`config.mk`:
```
export PLATFORM = sky130hd
export DESIGN_NAME = msrv32_csr_unit
export DESIGN_NICKNAME = d
export VERILOG_FILES = /design/src/rtl/msrv32_csr_pkg.sv /design/src/rtl/msrv32_csr_counter.sv /design/src/rtl/msrv32_csr_unit.sv
export SDC_FILE = /design/constraint.sdc
export NUM_CORES = 1
export LEC_CHECK = 0
export CAP_MARGIN = 20
export CORE_MARGIN = 2
export CORE_UTILIZATION = 55
export CTS_BUF_LIST = sky130_fd_sc_hd__clkbuf_16
export DETAILED_ROUTE_END_ITERATION = 16
export PLACE_DENSITY = 0.83
export SYNTH_ARGS = -nofsm -noshare
export SYNTH_HDL_FRONTEND = slang
export SYNTH_SLANG_ARGS = --single-unit
```
`constraint.sdc`:
```
create_clock -name clk_in -period 4.55 [get_ports clk_in]
set_input_delay 0.6825 -clock clk_in [delete_from_list [all_inputs] [get_ports clk_in]]
set_output_delay 0.6825 -clock clk_in [all_outputs]
set_load 0.005 [all_outputs]
```
`src/rtl/msrv32_csr_pkg.sv`:
```
// Shared definitions for the machine-mode CSR unit: addresses, Zicsr funct3
// encodings, mstatus layout and the read-modify-write helper.
package msrv32_csr_pkg;

    localparam logic [11:0] CSR_MSTATUS   = 12'h300;
    localparam logic [11:0] CSR_MISA      = 12'h301;
    localparam logic [11:0] CSR_MIE       = 12'h304;
    localparam logic [11:0] CSR_MTVEC     = 12'h305;
    localparam logic [11:0] CSR_MSCRATCH  = 12'h340;
    localparam logic [11:0] CSR_MEPC      = 12'h341;
    localparam logic [11:0] CSR_MCAUSE    = 12'h342;
    localparam logic [11:0] CSR_MTVAL     = 12'h343;
    localparam logic [11:0] CSR_MIP       = 12'h344;
    localparam logic [11:0] CSR_MCYCLE    = 12'hB00;
    localparam logic [11:0] CSR_MINSTRET  = 12'hB02;
    localparam logic [11:0] CSR_MCYCLEH   = 12'hB80;
    localparam logic [11:0] CSR_MINSTRETH = 12'hB82;
    localparam logic [11:0] CSR_CYCLE     = 12'hC00;
    localparam logic [11:0] CSR_INSTRET   = 12'hC02;
    localparam logic [11:0] CSR_CYCLEH    = 12'hC80;
    localparam logic [11:0] CSR_INSTRETH  = 12'hC82;
    localparam logic [11:0] CSR_MHARTID   = 12'hF14;

    typedef enum logic [2:0] {
        OP_NONE = 3'b000,
        OP_RW   = 3'b001,
        OP_RS   = 3'b010,
        OP_RC   = 3'b011,
        OP_RWI  = 3'b101,
        OP_RSI  = 3'b110,
        OP_RCI  = 3'b111
    } csr_op_e;

    localparam int          MSTATUS_MIE    = 3;
    localparam int          MSTATUS_MPIE   = 7;
    localparam logic [1:0]  MSTATUS_MPP_M  = 2'b11;
    localparam logic [31:0] MIE_WRITE_MASK = 32'h0000_0888;
    localparam logic [31:0] ALIGN4_MASK    = 32'hFFFF_FFFC;

    function automatic logic [31:0] mstatus_image(input logic mie, input logic mpie);
        logic [31:0] value;
        value               = '0;
        value[12:11]        = MSTATUS_MPP_M;
        value[MSTATUS_MIE]  = mie;
        value[MSTATUS_MPIE] = mpie;
        return value;
    endfunction

    function automatic logic [31:0] rmw_value(input csr_op_e op, input logic [31:0] old_value,
                                              input logic [31:0] src);
        logic [31:0] value;
        value = old_value;
        case (op)
            OP_RW, OP_RWI: value = src;
            OP_RS, OP_RSI: value = old_value | src;
            OP_RC, OP_RCI: value = old_value & ~src;
            default:       value = old_value;
        endcase
        return value;
    endfunction

endpackage

```
`src/rtl/msrv32_csr_counter.sv`:
```
// 64-bit free-running counter with independent half writes; a write to either
// half holds the whole counter for that cycle instead of incrementing.
module msrv32_csr_counter
    import msrv32_csr_pkg::*;
(
    input  logic        clk_in,
    input  logic        reset_in,
    input  logic        inc_in,
    input  logic        wr_lo_in,
    input  logic        wr_hi_in,
    input  logic [31:0] wr_data_in,
    output logic [63:0] count_out
);

    logic [63:0] count;

    // NOTE: sequential state uses non-blocking assignments so every flop samples pre-edge values.
    always_ff @(posedge clk_in) begin
        if (reset_in) begin
            count <= '0;
        end else if (wr_lo_in) begin
            count[31:0] <= wr_data_in;
        end else if (wr_hi_in) begin
            count[63:32] <= wr_data_in;
        end else if (inc_in) begin
            count <= count + 64'd1;
        end
    end

    assign count_out = count;

endmodule

```
`src/rtl/msrv32_csr_unit.sv`:
```
// Stage-3 machine-mode CSR file: Zicsr read-modify-write, trap entry/MRET
// state, and the mcycle/minstret counters with their user read-only shadows.
module msrv32_csr_unit
    import msrv32_csr_pkg::*;
#(
    parameter logic [31:0] MTVEC_RESET = 32'h0000_0000,
    parameter logic [31:0] HART_ID     = 32'h0000_0000,
    parameter logic [31:0] MISA_VAL    = 32'h4000_0100
) (
    input  logic        clk_in,
    input  logic        reset_in,
    input  logic [11:0] csr_addr_in,
    input  logic [2:0]  csr_op_in,
    input  logic        csr_wr_en_in,
    input  logic [31:0] rs1_in,
    input  logic [31:0] imm_in,
    input  logic [31:0] pc_in,
    input  logic        instret_inc_in,
    input  logic        trap_taken_in,
    input  logic [31:0] trap_cause_in,
    input  logic [31:0] trap_val_in,
    input  logic        mret_in,
    output logic [31:0] csr_data_out,
    output logic [31:0] mtvec_out,
    output logic [31:0] mepc_out,
    output logic        mie_bit_out,
    output logic        illegal_csr_out
);

    localparam logic [31:0] MTVEC_RESET_ALIGNED = MTVEC_RESET & ALIGN4_MASK;

    logic        mstatus_mie;
    logic        mstatus_mpie;
    logic [31:0] mie_reg;
    logic [31:0] mtvec_reg;
    logic [31:0] mscratch_reg;
    logic [31:0] mepc_reg;
    logic [31:0] mcause_reg;
    logic [31:0] mtval_reg;
    logic [63:0] mcycle;
    logic [63:0] minstret;

    csr_op_e     op;
    logic [31:0] src;
    logic [31:0] read_data;
    logic [31:0] new_value;
    logic        implemented;
    logic        read_only;
    logic        write_attempt;
    logic        illegal;
    logic        do_write;
    logic        unused_imm;

    assign op         = csr_op_e'(csr_op_in);
    assign src        = csr_op_in[2] ? {27'b0, imm_in[4:0]} : rs1_in;
    assign unused_imm = ^imm_in[31:5];
    assign read_only  = (csr_addr_in[11:10] == 2'b11);

    // NOTE: every always_comb output gets a default first so no path leaves it unassigned (no latches).
    always_comb begin
        read_data   = '0;
        implemented = 1'b1;
        case (csr_addr_in)
            CSR_MSTATUS:                read_data = mstatus_image(mstatus_mie, mstatus_mpie);
            CSR_MISA:                   read_data = MISA_VAL;
            CSR_MIE:                    read_data = mie_reg;
            CSR_MTVEC:                  read_data = mtvec_reg;
            CSR_MSCRATCH:               read_data = mscratch_reg;
            CSR_MEPC:                   read_data = mepc_reg;
            CSR_MCAUSE:                 read_data = mcause_reg;
            CSR_MTVAL:                  read_data = mtval_reg;
            CSR_MIP:                    read_data = '0;
            CSR_MCYCLE, CSR_CYCLE:      read_data = mcycle[31:0];
            CSR_MCYCLEH, CSR_CYCLEH:    read_data = mcycle[63:32];
            CSR_MINSTRET, CSR_INSTRET:  read_data = minstret[31:0];
            CSR_MINSTRETH, CSR_INSTRETH: read_data = minstret[63:32];
            CSR_MHARTID:                read_data = HART_ID;
            default:                    implemented = 1'b0;
        endcase
    end

    // Set/clear forms with a zero source are pure reads and never count as writes.
    always_comb begin
        write_attempt = 1'b0;
        case (op)
            OP_RW, OP_RWI:                 write_attempt = 1'b1;
            OP_RS, OP_RSI, OP_RC, OP_RCI:  write_attempt = (src != '0);
            default:                       write_attempt = 1'b0;
        endcase
    end

    assign illegal   = csr_wr_en_in && (!implemented || (read_only && write_attempt));
    assign do_write  = csr_wr_en_in && !illegal && write_attempt && !trap_taken_in;
    assign new_value = rmw_value(op, read_data, src);

    msrv32_csr_counter u_mcycle (
        .clk_in     (clk_in),
        .reset_in   (reset_in),
        .inc_in     (1'b1),
        .wr_lo_in   (do_write && (csr_addr_in == CSR_MCYCLE)),
        .wr_hi_in   (do_write && (csr_addr_in == CSR_MCYCLEH)),
        .wr_data_in (new_value),
        .count_out  (mcycle)
    );

    msrv32_csr_counter u_minstret (
        .clk_in     (clk_in),
        .reset_in   (reset_in),
        .inc_in     (instret_inc_in),
        .wr_lo_in   (do_write && (csr_addr_in == CSR_MINSTRET)),
        .wr_hi_in   (do_write && (csr_addr_in == CSR_MINSTRETH)),
        .wr_data_in (new_value),
        .count_out  (minstret)
    );

    always_ff @(posedge clk_in) begin
        if (reset_in) begin
            mstatus_mie  <= 1'b0;
            mstatus_mpie <= 1'b0;
            mie_reg      <= '0;
            mtvec_reg    <= MTVEC_RESET_ALIGNED;
            mscratch_reg <= '0;
            mepc_reg     <= '0;
            mcause_reg   <= '0;
            mtval_reg    <= '0;
        end else begin
            if (do_write) begin
                case (csr_addr_in)
                    CSR_MIE:      mie_reg      <= new_value & MIE_WRITE_MASK;
                    CSR_MTVEC:    mtvec_reg    <= new_value & ALIGN4_MASK;
                    CSR_MSCRATCH: mscratch_reg <= new_value;
                    CSR_MEPC:     mepc_reg     <= new_value & ALIGN4_MASK;
                    CSR_MCAUSE:   mcause_reg   <= new_value;
                    CSR_MTVAL:    mtval_reg    <= new_value;
                    default:      ;
                endcase
            end

            // Trap outranks MRET, which outranks a software write to mstatus.
            if (trap_taken_in) begin
                mepc_reg     <= pc_in & ALIGN4_MASK;
                mcause_reg   <= trap_cause_in;
                mtval_reg    <= trap_val_in;
                mstatus_mpie <= mstatus_mie;
                mstatus_mie  <= 1'b0;
            end else if (mret_in) begin
                mstatus_mie  <= mstatus_mpie;
                mstatus_mpie <= 1'b1;
            end else if (do_write && (csr_addr_in == CSR_MSTATUS)) begin
                mstatus_mie  <= new_value[MSTATUS_MIE];
                mstatus_mpie <= new_value[MSTATUS_MPIE];
            end
        end
    end

    assign csr_data_out    = read_data;
    assign illegal_csr_out = illegal;
    assign mtvec_out       = mtvec_reg;
    assign mepc_out        = mepc_reg;
    assign mie_bit_out     = mstatus_mie;

endmodule

```
==> reports/results.md, run 1 <==
| Result | Reported | Unit |
| --- | --- | --- |
| Outcome | finished, final reports clean | - |
| Post-route DRC violation count | 0 | - |
| Worst Min Path Start | mscratch_reg[11] | - |
| Layout cells sized above 1 | 0.1291 | - |
| Cells after synthesis | 2327 | - |
| Clock transition at path regs | 60 | ps |
| Worst min path class | flip-flop to flip-flop | - |
| Die area | 0.03468 | mm2 |
| Number of antenna-violating nets in the routed design | 0 | - |
| Final hold violation count | 0 | - |
| Portion of the post-synthesis area used by sequential elements | 0.3168 | - |
| Total GRT Usage | 0.5292 | - |
| Critical path endpoint category | output port | - |
| Max Clock Freq | 0.2239 | GHz |
| Count of pins over their slew limit | 0 | - |
| Post-layout min period | 4465 | ps |
| Worst VDD drop | 261.9 | uV |
| Average wire per standard cell | 30.66 | um |
| Die span in y | 186.2 | um |
| TritonCTS clock tree | yes | - |
| H-tree levels | 2 | - |
| Number of core rows | 66 | - |
| Setup violation total in the final timing report | 0 | - |
| Antenna cell count | 0 | - |
| Synthesized area per cell | 7.848 | um2 |
| Violation count after the first detailed-routing iteration | 4364 | - |
| Detailed-router iteration count before antenna repair | 8 | - |
| Reg2Reg Launch Point | u_minstret.count_out[21] | - |
| Initial core utilization | 0.5599 | - |
| Post-layout net count | 2771 | - |
| CP startpoint kind | input pin | - |
| Ports | 279 | - |
| Antenna violations before repair | 2 | - |
| Leakage dissipation | 0.008254 | uW |
| Fin util | 0.7023 | - |
| Total wire length after detailed routing | 93.59 | mm |
| Routability Congestion | 1.168 | - |
| Clock network latency to the later pin of the worst-skew pair | 570 | ps |
| Beginning of the critical path | csr_addr_in[3] | - |
| Post-Syn Area | 0.01826 | mm2 |
| Setup CP Type | input pin to output port | - |
| CTS Buf Count | 35 | - |
| Vias per Instance | 7.335 | - |
| Vias post-DR | 22.39k | - |
| Area added between synthesis and finish | 25.45 | % |
| Worst max-slew margin expressed relative to the limit | 0.1361 | - |
| Most frequently used flop master after synthesis | dfxtp_1 | - |
| Required time at the endpoint of the critical path | 3870 | ps |
| Crit Path Max Fanout | 18 | - |
| Total power density per cell area | 277.2 | mW/mm2 |
| Warnings from Yosys | 0 | - |
| Hold-fix buffers at CTS | 0 | - |
| Share of the clock period used by the worst path | 0.9814 | - |
| Horizontal die dimension | 186.2 | um |
| Async S/R FF share, synth | 0 | - |
| Count of unique library cells instantiated by Yosys | 111 | - |
| Worst-margin pin slew | 1296 | ps |
| Total of buffers placed on input and output ports | 245 | - |
| Fin cells | 3053 | - |
| Dpl hpwl | 68.10 | mm |
| Maximum number of pins on one net before global-route repair | 86 | - |
| Root buffer cell | clkbuf_16 | - |
| Total instance count after detailed placement | 2992 | - |
| Data arrival time of the critical path | 3780 | ps |
| Post-route clock skew | 31.23 | ps |
| Number of global-route vias before repair | 20.26k | - |
| Number of synthesized register bits | 289 | - |
| Number of synthesized flops with an enable pin | 0 | - |
| Wire length of the first global-routing pass | 133.7 | mm |
| Floorplan core area | 0.03262 | mm2 |
| Worst-case clock buffer depth | 3 | - |
| Fill cell instance count of the final layout | 2530 | - |
| Clock sinks | 289 | - |
| Max-capacitance violation count | 0 | - |
| GR Overflow Total | 0 | - |
| Setup repair after global routing missed its margin | false | - |
==> worst max-delay path, stage by stage <==
cell             delay [ps]
clkdlybuf4s50_1         450
buf_4                   300
nor4_4                  120
buf_4                   240
buf_4                   190
o211a_1                 180
a22o_1                  220
nor3_1                  770
inv_1                   120
clkdlybuf4s50_1         490
==> path summary, 6_finish.rpt <==
check / endpoint / slack (ps) / depth (start not counted)
max: csr_data_out[19] / 80 / 10
min reg2reg: mscratch_reg[11] / 460 / 2
min: mscratch_reg[11] / 460 / 2
max reg2reg: u_minstret.count_out[28] / 1390 / 7
==> cell usage after synthesis, drive strengths merged (23+ instances only) <==
master / n / area [um2]
o22ai: 50 / 312.8
inv: 41 / 153.9
nand2: 275 / 1035
nor3: 73 / 430.4
a21oi: 151 / 770.7
nor4: 23 / 180.2
nand3: 73 / 365.4
o21ai: 125 / 629.4
or3: 28 / 175.2
xnor2: 35 / 306.5
nor2b: 32 / 200.2
nor2: 203 / 764.5
buf: 85 / 488.0
mux2i: 62 / 620.6
nand4: 57 / 362.8
a31oi: 28 / 202.7
dfxtp: 289 / 5786
clkbuf: 114 / 429.2
a211oi: 59 / 483.0
o211ai: 51 / 392.9
and3: 36 / 225.2
a22oi: 50 / 395.4
==> stage by stage <==
step | TNS (ps) | cell area [um2] | setup slack (ps) | hold WS (ps) | power [uW]
after global routing | 0 | 22910 | 87.04 | 471.1 | 6423
after global placement | -8.797 | 21800 | -8.797 | 435.7 | 3499
after detailed placement | 0 | 21800 | 34.58 | 446.3 | 3515
after floorplan | 0 | 18270 | 1491 | 427.8 | 3067
after CTS | 0 | 22900 | 38.05 | 454.7 | 6252
final | 0 | 22910 | 84.60 | 455.7 | 6351
==> repair_timing <==
| action | in CTS | in global routing |
|---|---|---|
| resized for setup | 0 | 1 |
| endpoints found under the setup margin | 0 | 1 |
| endpoints found under the hold margin | 0 | 0 |
| buffers inserted | 0 | 0 |
==> placed cells by master (no fill, tap or decap), drive strengths merged, types with 59 or more instances in the layout <==
cell type / netlist / layout
a211oi: 59 / 59
dfxtp: 289 / 289
clkdlybuf4s50: 0 / 240
nor2: 203 / 203
o21ai: 125 / 125
nand3: 73 / 73
mux2i: 62 / 62
nand2: 275 / 275
a21oi: 151 / 151
buf: 85 / 179
nor3: 73 / 73
==> where the power goes <==
group / internal (uW) / switching (uW)
clock network: 1630 / 1190
logic: 343 / 543
registers: 2590 / 52.0
total: 4560 / 1790
==> area by class of cell <==
cell class              count  area (um2)  share of cell area
multi-input cells        1800       11450              0.4998
flip-flops and latches    289        5786              0.2525
inverters                  42       157.7            0.006881
repair buffers            420        3860              0.1685
well taps                 442       553.0             0.02414
clock buffers              37       925.9             0.04042
clock inverters            23       177.7            0.007755
==> logic make-up after synthesis <==
family | synth area share
muxes | 0.05186
AOI/OAI and AO/OA | 0.2904
DFF | 0.3168
and+or+nand+nor | 0.2594
other | 0.0002053
buffers and inverters | 0.05885
adders and majority gates | 0.001370
xor gates and xnor gates | 0.02110
==> metal layers <==
| metal | share of wire | vias up | wire length, um | track usage |
|---|---|---|---|---|
| li1 | - | 9285 | - | - |
| met5 | 0.00014 | - | 13 | 0 |
| met1 | 0.36 | 10390 | 33650 | 0.6843 |
| met4 | 0.089 | 2 | 8308 | 0.3663 |
| met3 | 0.17 | 511 | 16330 | 0.2046 |
| met2 | 0.38 | 2207 | 35280 | 0.7194 |
No activity file was read; power rests on OpenSTA's default activity.
==> inputs of run 2 (changes only) <==
Settings changed: CORE_UTILIZATION 55 to 41, PLACE_DENSITY 0.83 to 0.65.
==> reports/results.md, run 2 (synthesis gave the netlist of run 1 again) <==
| Result | Reported | Unit | Delta |
| --- | --- | --- | --- |
| Outcome | finished, final reports clean | - |  |
| Post-route clock skew | 30.69 | ps | -0.5393 ps |
| Max Clock Freq | 0.2208 | GHz | -1.4% |
| Post-route DRC violation count | 0 | - | unchanged |
| Clock network latency to the later pin of the worst-skew pair | 570 | ps | about the same |
| # resized after CTS | 0 | - | unchanged |
| Clock transition at path regs | 60 | ps | about the same |
| Crit Path Max Fanout | 16 | - | -2 |
| Share of the clock period used by the worst path | 0.9953 | - | +0.01389 |
| Area of the multi-input gates | 0.01147 | mm2 | +0.21% |
| Final WS setup | 21.39 | ps | -63.21 ps |
| Total power density per cell area | 280.5 | mW/mm2 | +1.2% |
| Routability Congestion | 1.033 | - | -12% |
| Fin cells | 3209 | - | +5.1% |
| Vias per Instance | 6.697 | - | -8.7% |
| Crit path buf inv count | 5 | - | -1 |
| Setup CP Type | input pin to output port | - |  |
| Worst-margin pin slew | 1329 | ps | +33.29 ps |
| Critical path cell sequence | clkdlybuf4s50_1 > buf_4 > and4bb_2 > buf_4 > and3_1 > o2bb2ai_1 > nor3_1 > inv_1 > clkdlybuf4s50_1 | - |  |
| Required time at the endpoint of the critical path | 3870 | ps | about the same |
| Worst-case clock buffer depth | 3 | - | unchanged |
| Number of global-route vias before repair | 19.87k | - | -1.9% |
| Initial core utilization | 0.4139 | - | -0.1460 |
| Final hold violation count | 0 | - | unchanged |
| Vias post-DR | 21.49k | - | -4.0% |
| Combined flip-flop and latch cell area | 0.005786 | mm2 | unchanged |
| Number of antenna-violating nets in the routed design | 0 | - | unchanged |
| Root buffer cell | clkbuf_16 | - |  |
| Setup repair after global routing missed its margin | false | - |  |
| Horizontal die dimension | 215.1 | um | +15% |
| Largest delay contributor family on the critical path | buffers and inverters | - |  |
| Post-CTS setup repair buffer count | 0 | - | unchanged |
| Area added between synthesis and finish | 27.32 | % |  |
| Clock sinks | 289 | - | unchanged |
| Die area | 0.04625 | mm2 | +33% |
| TritonCTS clock tree | yes | - |  |
| Number of core rows | 77 | - | +17% |
| Critical path endpoint category | output port | - |  |
| Antenna violations before repair | 4 | - | +2 |
| Floorplan core area | 0.04412 | mm2 | +35% |
| Count of pins over their slew limit | 0 | - | unchanged |
| Violation count after the first detailed-routing iteration | 2812 | - | -36% |
| Slowest stage cell, crit path | nor3_1 | - |  |
| Layout cells sized above 1 | 0.1326 | - | +0.003576 |
| Setup violation total in the final timing report | 0 | - | unchanged |
| Post-layout min period | 4529 | ps | +63.21 ps |
| Hold-fix buffers at CTS | 0 | - | unchanged |
| Maximum number of pins on one net before global-route repair | 96 | - | +12% |
| Final-layout setup total negative slack | 0 | ps | unchanged |
| Dpl hpwl | 76.28 | mm | +12% |
| Worst max-slew margin expressed relative to the limit | 0.1139 | - | -0.02219 |
| Data arrival time of the critical path | 3850 | ps | +70 ps |
| Worst min path class | flip-flop to flip-flop | - |  |
| Fill cell instance count of the final layout | 4311 | - | +70% |
| Detailed-router iteration count before antenna repair | 6 | - | -2 |
| WHS | 451.7 | ps | -4.015 ps |
| H-tree levels | 2 | - | unchanged |
| CTS Buf Count | 37 | - | +5.7% |
| Average wire per standard cell | 31.17 | um | +1.7% |
| Slowest Stage Delay on Critical Path | 710 | ps | -60 ps |
| Leakage dissipation | 0.008333 | uW | +0.96% |
| Leading cell types in the layout, fill and taps excluded | dfxtp_1 (289), nand2_1 (274), clkdlybuf4s50_1 (239) | - |  |
| Total instance count after detailed placement | 3143 | - | +5.0% |
| Die span in y | 215.1 | um | +15% |
| Post-layout net count | 2773 | - | +0.072% |
| Total of buffers placed on input and output ports | 245 | - | unchanged |
| Ports | 279 | - | unchanged |
| GR Overflow Total | 0 | - | unchanged |
| Worst VDD drop | 339.5 | uV | +30% |
| Max-capacitance violation count | 0 | - | unchanged |
| CP startpoint kind | input pin | - |  |
| Wire length of the first global-routing pass | 141.5 | mm | +5.8% |
| Total wire length after detailed routing | 100.0 | mm | +6.9% |
| Fin util | 0.5269 | - | -0.1754 |
| Most frequent standard cell in the layout excluding fill and tap cells | dfxtp_1 | - |  |
| Total GRT Usage | 0.4179 | - | -0.1113 |
| Post-placement setup slack | 47.97 | ps | +13.38 ps |
[run 2: changes by cell type in the layout (fill, tap and decap cells not counted), moves of 2 or more]
| cell | before | now |
|---|---|---|
| o22ai_1 | 50 | 48 |
| clkinv_4 | 0 | 2 |
| o22ai_2 | 0 | 2 |
| buf_12 | 9 | 11 |
[run 2: metrics by stage]
stage               instance area, um2  power, uW
CTS                              23240       6499
global placement                 22030       3527
global route                     23250       6659
detailed placement               22030       3534
floorplan                        18270       3067
finish                           23250       6522
[run 2: worst paths after layout]
| check | start | end | slack (ps) | cells after the start |
|---|---|---|---|---|
| max | csr_addr_in[10] | csr_data_out[19] | 20 | 9 |
| min | mscratch_reg[0] | mscratch_reg[0] | 450 | 2 |
| max reg2reg | u_mcycle.count_out[16] | u_mcycle.count_out[63] | 1220 | 7 |
| min reg2reg | mscratch_reg[0] | mscratch_reg[0] | 450 | 2 |
[run 2: per-layer routing]
metal  part of all wire  track usage  up-vias
met5           0.000090            0        -
met1               0.39       0.5296    10330
met4              0.076       0.2722        2
li1                   -            -     9315
met2               0.44       0.6521     1505
met3              0.097      0.07700      338
[run 2: area by class of cell]
class	count	area share
timing repair buffer	420	0.1670
multi-input combinational	1800	0.4935
clock buffer	38	0.04090
inverter	42	0.006780
antenna	1	0.0001076
clock inverter	27	0.01109
tap	592	0.03186
sequential	289	0.2488
[run 2: tightest hold or removal path, delay by kind of cell (launching register included)]
family             cells  cell delay, ps
AOI/OAI and AO/OA      1              50
DFF                    1             310
and+or+nand+nor        1              50
[run 2: where the power goes]
part,switching (uW),internal (uW)
registers,50.7,2590
logic,526,350
clock network,1250,1750
